**config.mk**
```make
export PLATFORM = sky130hd
export DESIGN_NAME = volt_bcd_encoder
export DESIGN_NICKNAME = d
export VERILOG_FILES = /design/src/rtl/volt_bcd_encoder.sv
export SDC_FILE = /design/constraint.sdc
export NUM_CORES = 1
export LEC_CHECK = 0
export BUFFER_PORTS_ARGS = -buffer_cell sky130_fd_sc_hd__clkbuf_2
export CORE_ASPECT_RATIO = 0.6
export CORE_MARGIN = 4
export CORE_UTILIZATION = 64
export DETAILED_ROUTE_END_ITERATION = 12
export GPL_ROUTABILITY_DRIVEN = 0
export HOLD_SLACK_MARGIN = 0.1
export MAX_ROUTING_LAYER = met4
export PLACE_DENSITY = 0.95
export SLEW_MARGIN = 20
export SYNTH_ARGS = -nofsm -noshare
export SYNTH_HDL_FRONTEND = slang
export SYNTH_SLANG_ARGS = --single-unit
```
**constraint.sdc**
```tcl
create_clock -name clk -period 3.4 [get_ports clk]
set_input_delay 0.51 -clock clk [delete_from_list [all_inputs] [get_ports clk]]
set_output_delay 0.51 -clock clk [all_outputs]
set_load 0.05 [all_outputs]
```
**src/rtl/volt_bcd_encoder.sv**
```systemverilog
`default_nettype none
// ============================================================================
// Module      : volt_bcd_encoder
// Description : Converts the held voltage sample (hundredths of a volt) into
//               X.YZ BCD digits once per refresh window, via a serial
//               double-dabble FSM. Optional macro: PEAK_HOLD_EN (window peak).
// Revision    : 1.0 - initial release
// ============================================================================
module volt_bcd_encoder #(
    parameter int DATA_W         = 12,
    parameter int REFRESH_CYCLES = 6000000
) (
    input  logic              clk,
    input  logic              rst,
    input  logic [DATA_W-1:0] sample,
    input  logic              sample_valid,
    output logic [3:0]        integer_data,
    output logic [3:0]        float1_data,
    output logic [3:0]        float2_data,
    output logic              update,
    output logic              busy,
    output logic              over_range
);

    localparam int                c_TW      = $clog2(REFRESH_CYCLES);
    localparam logic [c_TW-1:0]   c_TICK_AT = c_TW'(REFRESH_CYCLES - 1);
    localparam logic [DATA_W-1:0] c_MAX     = DATA_W'(999);

    localparam logic [1:0] c_S_IDLE  = 2'd0;
    localparam logic [1:0] c_S_LOAD  = 2'd1;
    localparam logic [1:0] c_S_SHIFT = 2'd2;
    localparam logic [1:0] c_S_DONE  = 2'd3;

    logic [c_TW-1:0]   r_timer;
    logic              w_tick;
    logic [DATA_W-1:0] r_hold;
    logic [DATA_W-1:0] r_snap;
    logic [1:0]        r_state;
    logic [1:0]        w_state_nxt;
    logic [9:0]        r_v;
    logic [11:0]       r_bcd;
    logic              r_ovf;
    logic [3:0]        r_cnt;
    logic [11:0]       w_adj;
    logic [11:0]       w_bcd_sh;
    logic [9:0]        w_v_sh;

    assign w_tick = (r_timer == c_TICK_AT);

    always_ff @(posedge clk) begin
        if (rst || w_tick) begin
            r_timer <= '0;
        end else begin
            r_timer <= r_timer + 1'b1;
        end
    end

`ifdef PEAK_HOLD_EN
    // Peak restarts at each tick; the tick-cycle sample seeds the next window.
    always_ff @(posedge clk) begin
        if (rst) begin
            r_hold <= '0;
        end else if (w_tick) begin
            r_hold <= sample_valid ? sample : '0;
        end else if (sample_valid && (sample > r_hold)) begin
            r_hold <= sample;
        end
    end
`else
    always_ff @(posedge clk) begin
        if (rst) begin
            r_hold <= '0;
        end else if (sample_valid) begin
            r_hold <= sample;
        end
    end
`endif

    always_ff @(posedge clk) begin
        if (rst) begin
            r_state <= c_S_IDLE;
        end else begin
            r_state <= w_state_nxt;
        end
    end

    always_comb begin
        w_state_nxt = r_state;
        case (r_state)
            c_S_IDLE:  if (w_tick) w_state_nxt = c_S_LOAD;
            c_S_LOAD:  w_state_nxt = c_S_SHIFT;
            c_S_SHIFT: if (r_cnt == 4'd9) w_state_nxt = c_S_DONE;
            default:   w_state_nxt = c_S_IDLE;
        endcase
    end

    always_comb begin
        w_adj[3:0]   = (r_bcd[3:0]   >= 4'd5) ? r_bcd[3:0]   + 4'd3 : r_bcd[3:0];
        w_adj[7:4]   = (r_bcd[7:4]   >= 4'd5) ? r_bcd[7:4]   + 4'd3 : r_bcd[7:4];
        w_adj[11:8]  = (r_bcd[11:8]  >= 4'd5) ? r_bcd[11:8]  + 4'd3 : r_bcd[11:8];
        {w_bcd_sh, w_v_sh} = {w_adj, r_v} << 1;
    end

    // Snapshot at the tick so a same-cycle sample lands in the next window.
    always_ff @(posedge clk) begin
        if (rst) begin
            r_snap       <= '0;
            r_v          <= '0;
            r_bcd        <= '0;
            r_ovf        <= 1'b0;
            r_cnt        <= '0;
            integer_data <= '0;
            float1_data  <= '0;
            float2_data  <= '0;
            over_range   <= 1'b0;
        end else begin
            case (r_state)
                c_S_IDLE: begin
                    if (w_tick) r_snap <= r_hold;
                end
                c_S_LOAD: begin
                    r_v   <= (r_snap > c_MAX) ? 10'd999 : r_snap[9:0];
                    r_ovf <= (r_snap > c_MAX);
                    r_bcd <= '0;
                    r_cnt <= '0;
                end
                c_S_SHIFT: begin
                    r_bcd <= w_bcd_sh;
                    r_v   <= w_v_sh;
                    r_cnt <= r_cnt + 4'd1;
                    if (r_cnt == 4'd9) begin
                        integer_data <= w_bcd_sh[11:8];
                        float1_data  <= w_bcd_sh[7:4];
                        float2_data  <= w_bcd_sh[3:0];
                        over_range   <= r_ovf;
                    end
                end
                default: ;
            endcase
        end
    end

    assign busy   = (r_state == c_S_LOAD) || (r_state == c_S_SHIFT);
    assign update = (r_state == c_S_DONE);

endmodule
`default_nettype wire

```
==> reports/qor.csv, run 1 <==
metric;value;unit
run status;finished, final reports clean;
synthesized-area fraction occupied by adder cells;4.23;%
Tot GR Track Use;24.2;%
Critical Path RT;3640;ps
Syn Area/Cell;8.64;µm²
Int Pwr;1.49;mW
critical path arrival;2900;ps
Max H-tree Level;3;
setup_tns;0;ps
Synth Cell Area;3840;µm²
Worst path slowest cell;nor2_1;
hold buffers post-CTS;0;
Hold WC Path Type;in -> reg;
CP peak stage delay;770;ps
Synth Area in XOR/XNOR;5.24;%
CTS root buffer;clkbuf_8;
Synth top area share;46.3;%
area occupied by multi-input gates;1930;µm²
I/O pins;30;
Site Rows;21;
total power;2.00;mW
Die H;68.0;µm
vias per inst;5.73;
Final #Nets;494;
Seq cells post-synth;89;
die width;108;µm
PortBufs;29;
vias in the first global route;2968;
Main synth FF type;dfxtp_1;
Max Clk Rate;376;MHz
DR vias;3149;
RSZ-0062 raised after global routing;no;
Worst slew margin;39.7;%
area delta synth->final;9.86;%
hpwl dp;5480;µm
final setup vio count;0;
Hold Fails Final Rpt;0;
Reg power frac;53.7;%
share of the yosys chip area belonging to registers;46.3;%
CTS max path bufs;2;
Least-Margin Pin Slew;901;ps
Die ar.;7350;µm²
combinational fraction of design power;10.1;%
Avg WL per Cell;14.2;µm
Synth Area in Compound Gates;10.9;%
wl on met1;3490;µm
fin. max-slew vios;0;
Top delay family on crit path;simple AND/OR/NAND/NOR gates;
crit start category;flip-flop;
Max VDD drop;334;µV
Synthesized Nets;473;
mux contribution to synthesized area;7.29;%
clock share of power;36.2;%
Worst Path Buf+Inv;2;
minimum clock period;2660;ps
antenna viol nets, final;0;
final worst slack;743;ps
worst path cell trace;inv_1 > ha_1 > inv_1 > nor2_1 > nor2_1 > a311oi_1;
Synth area leader;dfxtp_1;
final clock skew;12.9;ps
CTS tree;yes;
class of the most critical setup path;reg -> reg;
global-route wire length before repair;13400;µm
TritonCTS Buffers;9;
core area;5700;µm²
met3 routed WL;420;µm
1st-iter DRT viols;229;
Final period util;78.2;%
dpl ws;823;ps
ANT cells;0;
top layer used by detailed routing;met4;
cells taking the most area after synthesis;dfxtp_1 46%, nor2_1 8.0%, mux2i_1 7.3%;
CTS clock-pin slew for the worst setup and hold paths;80;ps
metal2 WL;3700;µm
Max-Cap Viols;0;
Synth warnings;0;
Clock Sinks;89;
simple-gate area share of the yosys netlist;22.7;%
switching pwr;502;µW
postcts setup bufs;0;
gr ovfl total;0;
Post-synth EDFFs;0;
largest net degree at the start of global routing;68;
critical path fanouts, max;18;
DRC viols;0;
Worst-Skew Late Latency;360;ps
post-CTS resize count;0;
Seq. cell area;1780;µm²
Leak;1.71;nW
Worst setup EP type;flip-flop;
fraction of final layout cells sized beyond drive strength 1;11.3;%
final wirelength;7790;µm
largest family of logic cells by synthesized area;simple AND/OR/NAND/NOR gates;
library cells used by synthesis;41;
initial core utilization;67.4;%
asr flop ratio synth;0;%
Fillers;437;
Gate Count Post-Synth;445;
PwrDens;472;nW/µm²
DRT Pass-1 Iters;5;
Switching Share;25.1;%
initial antenna violation count;0;
synth_stat cells, types with 2 or more instances:
master and count:
a211oi_1 3, a21oi_1 35, a22oi_1 8, a32oi_1 2
and2_1 2, and3_1 8, buf_1 2, clkbuf_1 19
dfxtp_1 89, ha_1 13, inv_1 11, mux2i_1 28
nand2_1 44, nand2b_1 5, nand3_1 16, nand4_1 4
nor2_1 82, nor3_1 7, nor3b_1 2, nor4_1 2
o211ai_1 3, o21ai_0 13, o31ai_1 2, or2_2 3
or3_1 5, xnor2_1 9, xor2_1 14
tightest hold or removal path, stage by stage:
cell and delay, ps:
clkbuf_2 70, mux2i_1 50, nor2_1 70
cell families (layout without fill, tap and decap cells):
group,count (synthesis),after routing
buffers and inverters,34,59
AO/OA/AOI/OAI,71,71
multiplexers,28,28
flip-flops,89,89
AND/OR/NAND/NOR,187,187
adder cells (fa/ha/maj),13,13
XOR/XNOR,23,23
cells in the final DEF (no fill, tap or decap), types with 8 or more instances in the layout:
master / netlist / layout
dfxtp_1: 89 / 89
nor2_1: 82 / 82
nand2_1: 44 / 44
a21oi_1: 35 / 35
clkbuf_2: 0 / 29
mux2i_1: 28 / 28
nand3_1: 16 / 16
xor2_1: 14 / 14
o21ai_0: 13 / 13
ha_1: 13 / 13
inv_1: 11 / 11
clkbuf_8: 0 / 11
xnor2_1: 9 / 9
and3_1: 8 / 8
a22oi_1: 8 / 8
area by class of cell:
cell class	count	share of cell area, %
clock inverter	3	0.948
clock buffer	12	3.67
timing repair buffer	32	3.97
inverter	12	1.07
multi-input combinational	322	45.8
sequential	89	42.2
tap	80	2.37
final timing paths:
kind                                         to       startpoint  depth (start not counted)  slack, ps
worst max-delay path            integer_data[3]       r_state[0]                          6        740
worst min-delay path                  r_hold[8]        sample[8]                          3        390
worst max register to register  integer_data[3]       r_state[0]                          6        740
worst min register to register  integer_data[1]  integer_data[1]                          2        450
sequential cells by signal (all words and copies together) (netlist names):
name,count
float2_data,4
r_state,2
r_bcd,12
r_v,10
r_timer,23
r_hold,12
float1_data,4
over_range,1
r_ovf,1
r_snap,12
integer_data,4
r_cnt,4
power groups by stage:
| stage | clock network [mW] | registers (mW) | logic [mW] |
|---|---|---|---|
| 2_1_floorplan | 0 | 1.09 | 0.148 |
| 3_3_place_gp | 0 | 1.09 | 0.193 |
| 3_5_place_dp | 0 | 1.10 | 0.199 |
| 4_1_cts | 0.735 | 1.07 | 0.200 |
| 5_1_grt | 0.773 | 1.07 | 0.225 |
| 6_report | 0.722 | 1.07 | 0.202 |
per-layer routing:
layer  global-route usage [%]  vias up
met5                        -        -
met1                     28.2     1478
met3                     7.73       22
met2                     38.8       97
met4                     11.3        0
li1                         -     1552
metrics by stage:
| step | hold WS [ps] | cells | instance area [µm²] | util (%) |
|---|---|---|---|---|
| floorplan | 431 | 445 | 3840 | - |
| global placement | 443 | 535 | 4030 | 70.7 |
| detailed placement | 446 | 535 | 4030 | 70.7 |
| CTS | 372 | 550 | 4220 | 74.1 |
| global route | 382 | 550 | 4220 | 74.1 |
| finish | 385 | 550 | 4220 | 74.1 |
Power figures use the tool's default switching activity.
==> run 2, diff against run 1 <==
Settings changed: CORE_UTILIZATION 64 to 53, PLACE_DENSITY 0.95 to 0.86.
Clock period 3.4 ns to 2.37 ns, I/O delays scaled along.
==> run 2 against run 1 <==
Net effect: cell count is 2.2% higher; clock-buffer cell count is 3 lower; sequential cell count stayed put; clock skew is 5.7 ps lower; register-to-register slack worse by 370 ps; setup slack worse by 370 ps; worst hold slack worse by 140 ps; sequential power is 44% higher; critical endpoint is now r_state[0]; largest cell class unchanged.
==> reports/qor.csv, run 2 (same netlist as run 1, synthesis figures left out) <==
metric;value;unit
run status;finished, final reports clean;
Max Clk Rate;501;MHz
R2R setup slack;370;ps
most flop-heavy register;r_timer;
RSZ-0062 raised after global routing;no;
Critical Path RT;2620;ps
crit start category;flip-flop;
setup_tns;0;ps
initial antenna violation count;0;
Max H-tree Level;3;
1st-iter DRT viols;259;
global-route wire length before repair;13200;µm
Worst-Skew Late Latency;350;ps
DRT Pass-1 Iters;5;
core area;6850;µm²
final clock skew;7.16;ps
area occupied by multi-input gates;1930;µm²
Tot GR Track Use;19.6;%
ANT cells;0;
Final #Nets;498;
top layer used by detailed routing;met4;
critical path arrival;2250;ps
Seq. cell area;1780;µm²
dpl ws;446;ps
most frequent cells in the layout;89 x dfxtp_1, 82 x nor2_1, 44 x nand2_1;
CTS clock-pin slew for the worst setup and hold paths;60;ps
Avg WL per Cell;13.7;µm
vias in the first global route;2946;
area delta synth->final;13.5;%
CTS max path bufs;2;
class of the most critical setup path;reg -> reg;
fin. max-slew vios;0;
DRC viols;0;
initial core utilization;56.1;%
minimum clock period;2000;ps
Leak;1.77;nW
fraction of final layout cells sized beyond drive strength 1;12.4;%
Least-Margin Pin Slew;682;ps
wl on met1;3820;µm
final worst slack;373;ps
antenna viol nets, final;0;
Layout Utilization;63.7;%
die width;118;µm
Max-Cap Viols;0;
most common cell after layout, fill and taps aside;dfxtp_1;
PortBufs;29;
final setup vio count;0;
TritonCTS Buffers;9;
CTS root buffer;clkbuf_16;
Hold Fails Final Rpt;0;
Max VDD drop;447;µV
final wirelength;7680;µm
Fillers;569;
postcts setup bufs;0;
Site Rows;23;
Die H;74.0;µm
PwrDens;741;nW/µm²
CTS tree;yes;
vias per inst;5.38;
max reg flops;23;
hold buffers post-CTS;0;
Final period util;84.2;%
Worst setup EP type;flip-flop;
gr ovfl total;0;
I/O pins;30;
Clock Sinks;89;
total power;3.23;mW
DR vias;3025;
hpwl dp;5360;µm
metal2 WL;3470;µm
critical path fanouts, max;5;
Worst slew margin;54.6;%
Hold WC Path Type;in -> reg;
largest net degree at the start of global routing;68;
Die ar.;8730;µm²
met3 routed WL;284;µm
post-CTS resize count;0;
[run 2: cell types whose count changed in the layout (fill, tap and decap cells not counted), sizes merged]
cell | previous run | this run
clkbuf | 41 | 38
buf | 3 | 7
clkinv | 3 | 5
inv | 11 | 12
clkinvlp | 0 | 1
[run 2: power breakdown]
| group | switching [mW] | internal [mW] |
|---|---|---|
| combinational | 0.209 | 0.0917 |
| sequential | 0.0178 | 1.52 |
| clock | 0.580 | 0.815 |
[run 2: worst max-delay path, cell delays in order (launching register included)]
cell and delay (ps):
dfxtp_1 390, ha_1 250, nand2_1 140, nor4_4 340, a21boi_0 210, or2_2 320
a211oi_1 250
[run 2: final timing paths]
check                   end      startpoint  cells past startpoint
max              r_state[0]      r_timer[0]                      6
min reg2reg  float1_data[2]  float1_data[2]                      2
max reg2reg      r_state[0]      r_timer[0]                      6
min               r_hold[2]       sample[2]                      3
[run 2: metrics by stage]
stage / instances / area, µm² / hold slack [ps]
after floorplan: 445 / 3840 / 431
after global placement: 546 / 4070 / 443
after detailed placement: 546 / 4070 / 446
after CTS: 562 / 4360 / 240
after global routing: 562 / 4360 / 258
final: 562 / 4360 / 245
[run 2: area by class of cell]
type | count | area share [%]
Clock buffer | 9 | 5.16
Clock inverter | 7 | 1.61
Inverter | 12 | 1.03
Multi-Input combinational cell | 322 | 44.3
Sequential cell | 89 | 40.8
Tap cell | 87 | 2.49
Timing Repair Buffer | 36 | 4.53
[run 2: routing by layer]
layer	up-vias	global-route usage, %
met5	-	-
met4	0	7.79
met3	9	5.78
met2	46	30.9
met1	1410	24.1
li1	1560	-
==> run 3, diff against run 2 <==
Settings changed: CORE_UTILIZATION 53 to 59, PLACE_DENSITY 0.86 to 0.9.
Clock period 2.37 ns to 1.9 ns, I/O delays scaled along.
==> run 3 against run 2 <==
Net effect: setup slack worse by 240 ps; core utilization is 5.5 points higher; non-clock buffer count is 4 higher; die area is 9.3% lower; cell count is 0.18% higher; highest routed layer unchanged; worst hold slack worse by 83 ps; power is 9.5% higher; critical path depth stayed put; sequential cell count stayed put; wire length is 5.6% higher; largest cell class unchanged.
==> reports/qor.csv, run 3 (same netlist as run 1, synthesis figures left out) <==
metric;value;unit
final wirelength;8120;µm
Die H;70.5;µm
Fillers;482;
Max Clk Rate;568;MHz
Hold WC Path Type;in -> reg;
total power;3.54;mW
dpl cell area;4110;µm²
hpwl dp;5680;µm
PortBufs;29;
ANT cells;0;
Final period util;92.7;%
Layout Utilization;69.2;%
run status;finished, final reports clean;
1st-iter DRT viols;200;
RSZ-0062 raised after global routing;no;
postcts setup bufs;0;
critical path fanouts, max;5;
die width;112;µm
Max VDD drop;452;µV
fraction of final layout cells sized beyond drive strength 1;14.0;%
Worst-Skew Late Latency;360;ps
Hold Crit Start;sample[9];
PwrDens;823;nW/µm²
antenna viol nets, final;0;
I/O pins;30;
r2r startpoint;r_timer[0];
minimum clock period;1760;ps
hold endpoint;r_hold[9];
initial antenna violation count;0;
vias per inst;5.57;
DRC viols;0;
fin. max-slew vios;0;
initial core utilization;61.8;%
Critical Path RT;2170;ps
crit start category;flip-flop;
Avg WL per Cell;14.4;µm
Least-Margin Pin Slew;470;ps
Worst setup EP type;flip-flop;
Max-Cap Viols;0;
critical path arrival;2030;ps
r2r worst-path depth;6;
most frequent cells in the layout;87 x dfxtp_1, 82 x nor2_1, 44 x nand2_1;
final setup vio count;0;
Die ar.;7910;µm²
Hold Path Stages;3;
TritonCTS Buffers;9;
Hold Fails Final Rpt;0;
CTS clock-pin slew for the worst setup and hold paths;90;ps
setup_tns;0;ps
gr ovfl total;0;
vias in the first global route;3038;
area delta synth->final;12.0;%
Seq. cell area;1780;µm²
area occupied by multi-input gates;1940;µm²
final instance area;4310;µm²
max reg flops;23;
class of the most critical setup path;reg -> reg;
Max H-tree Level;3;
Worst slew margin;68.7;%
post-CTS resize count;0;
R2R setup slack;140;ps
most common cell after layout, fill and taps aside;dfxtp_1;
CTS max path bufs;2;
largest net degree at the start of global routing;67;
Leak;1.75;nW
Site Rows;22;
core area;6220;µm²
Final #Nets;502;
CTS tree;yes;
Tot GR Track Use;21.9;%
most flop-heavy register;r_timer;
hold buffers post-CTS;0;
DRT Pass-1 Iters;5;
RR Endpoint;r_state[0];
final clock skew;6.57;ps
CTS root buffer;clkbuf_8;
DR vias;3136;
Clock Sinks;89;
global-route wire length before repair;13800;µm
## run 3: cell types whose count changed in the layout (fill, tap and decap cells not counted), sizes merged
cell,delta
clkbuf,+3
inv,-1
bufinv,-1
clkinv,-1
buf,+4
## run 3: stage by stage
stage	hold WS (ps)	worst slack [ps]	std cells
detailed placement	449	21.0	547
finish	162	138	563
global route	152	8.59	563
global placement	442	146	547
CTS	146	6.91	563
floorplan	431	134	445
## run 3: power breakdown
group | internal, mW | leakage (nW) | switching (mW)
registers | 1.89 | 0.720 | 0.0231
logic | 0.134 | 0.929 | 0.256
clock network | 0.580 | 0.0984 | 0.654
total | 2.61 | 1.75 | 0.933
## run 3: how the worst max path moves through the flow
stage | from | to | slack (ps) | cells after the start
3_3_place_gp | r_timer[0] | r_state[0] | 150 | 6
5_1_grt | r_timer[0] | r_state[0] | 9 | 6
4_1_cts | r_timer[0] | r_state[0] | 7 | 6
3_5_place_dp | r_timer[0] | r_state[0] | 20 | 6
6_report | r_timer[0] | r_state[0] | 140 | 6
2_1_floorplan | r_state[1] | r_bcd[10] | 130 | 6
## run 3: per-layer routing
metal | wire length (µm) | track usage (%)
met1 | 3740 | 26.4
met4 | 65 | 5.60
met2 | 3860 | 35.9
met3 | 450 | 6.75
met5 | 0 | -
## run 3: final cells by class
type,count,area share (%)
clock buffer,12,3.84
timing repair buffer,40,5.58
tap,84,2.44
multi-input combinational,322,45.0
inverter,12,1.05
sequential,89,41.4
clock inverter,4,0.610
## run 3: worst max-delay path: stages (launching register included)
cell,delay [ps]
dfxtp_2,370
ha_2,230
nand2_1,120
nor4_4,310
a21boi_1,130
or2_2,280
a211oi_1,240
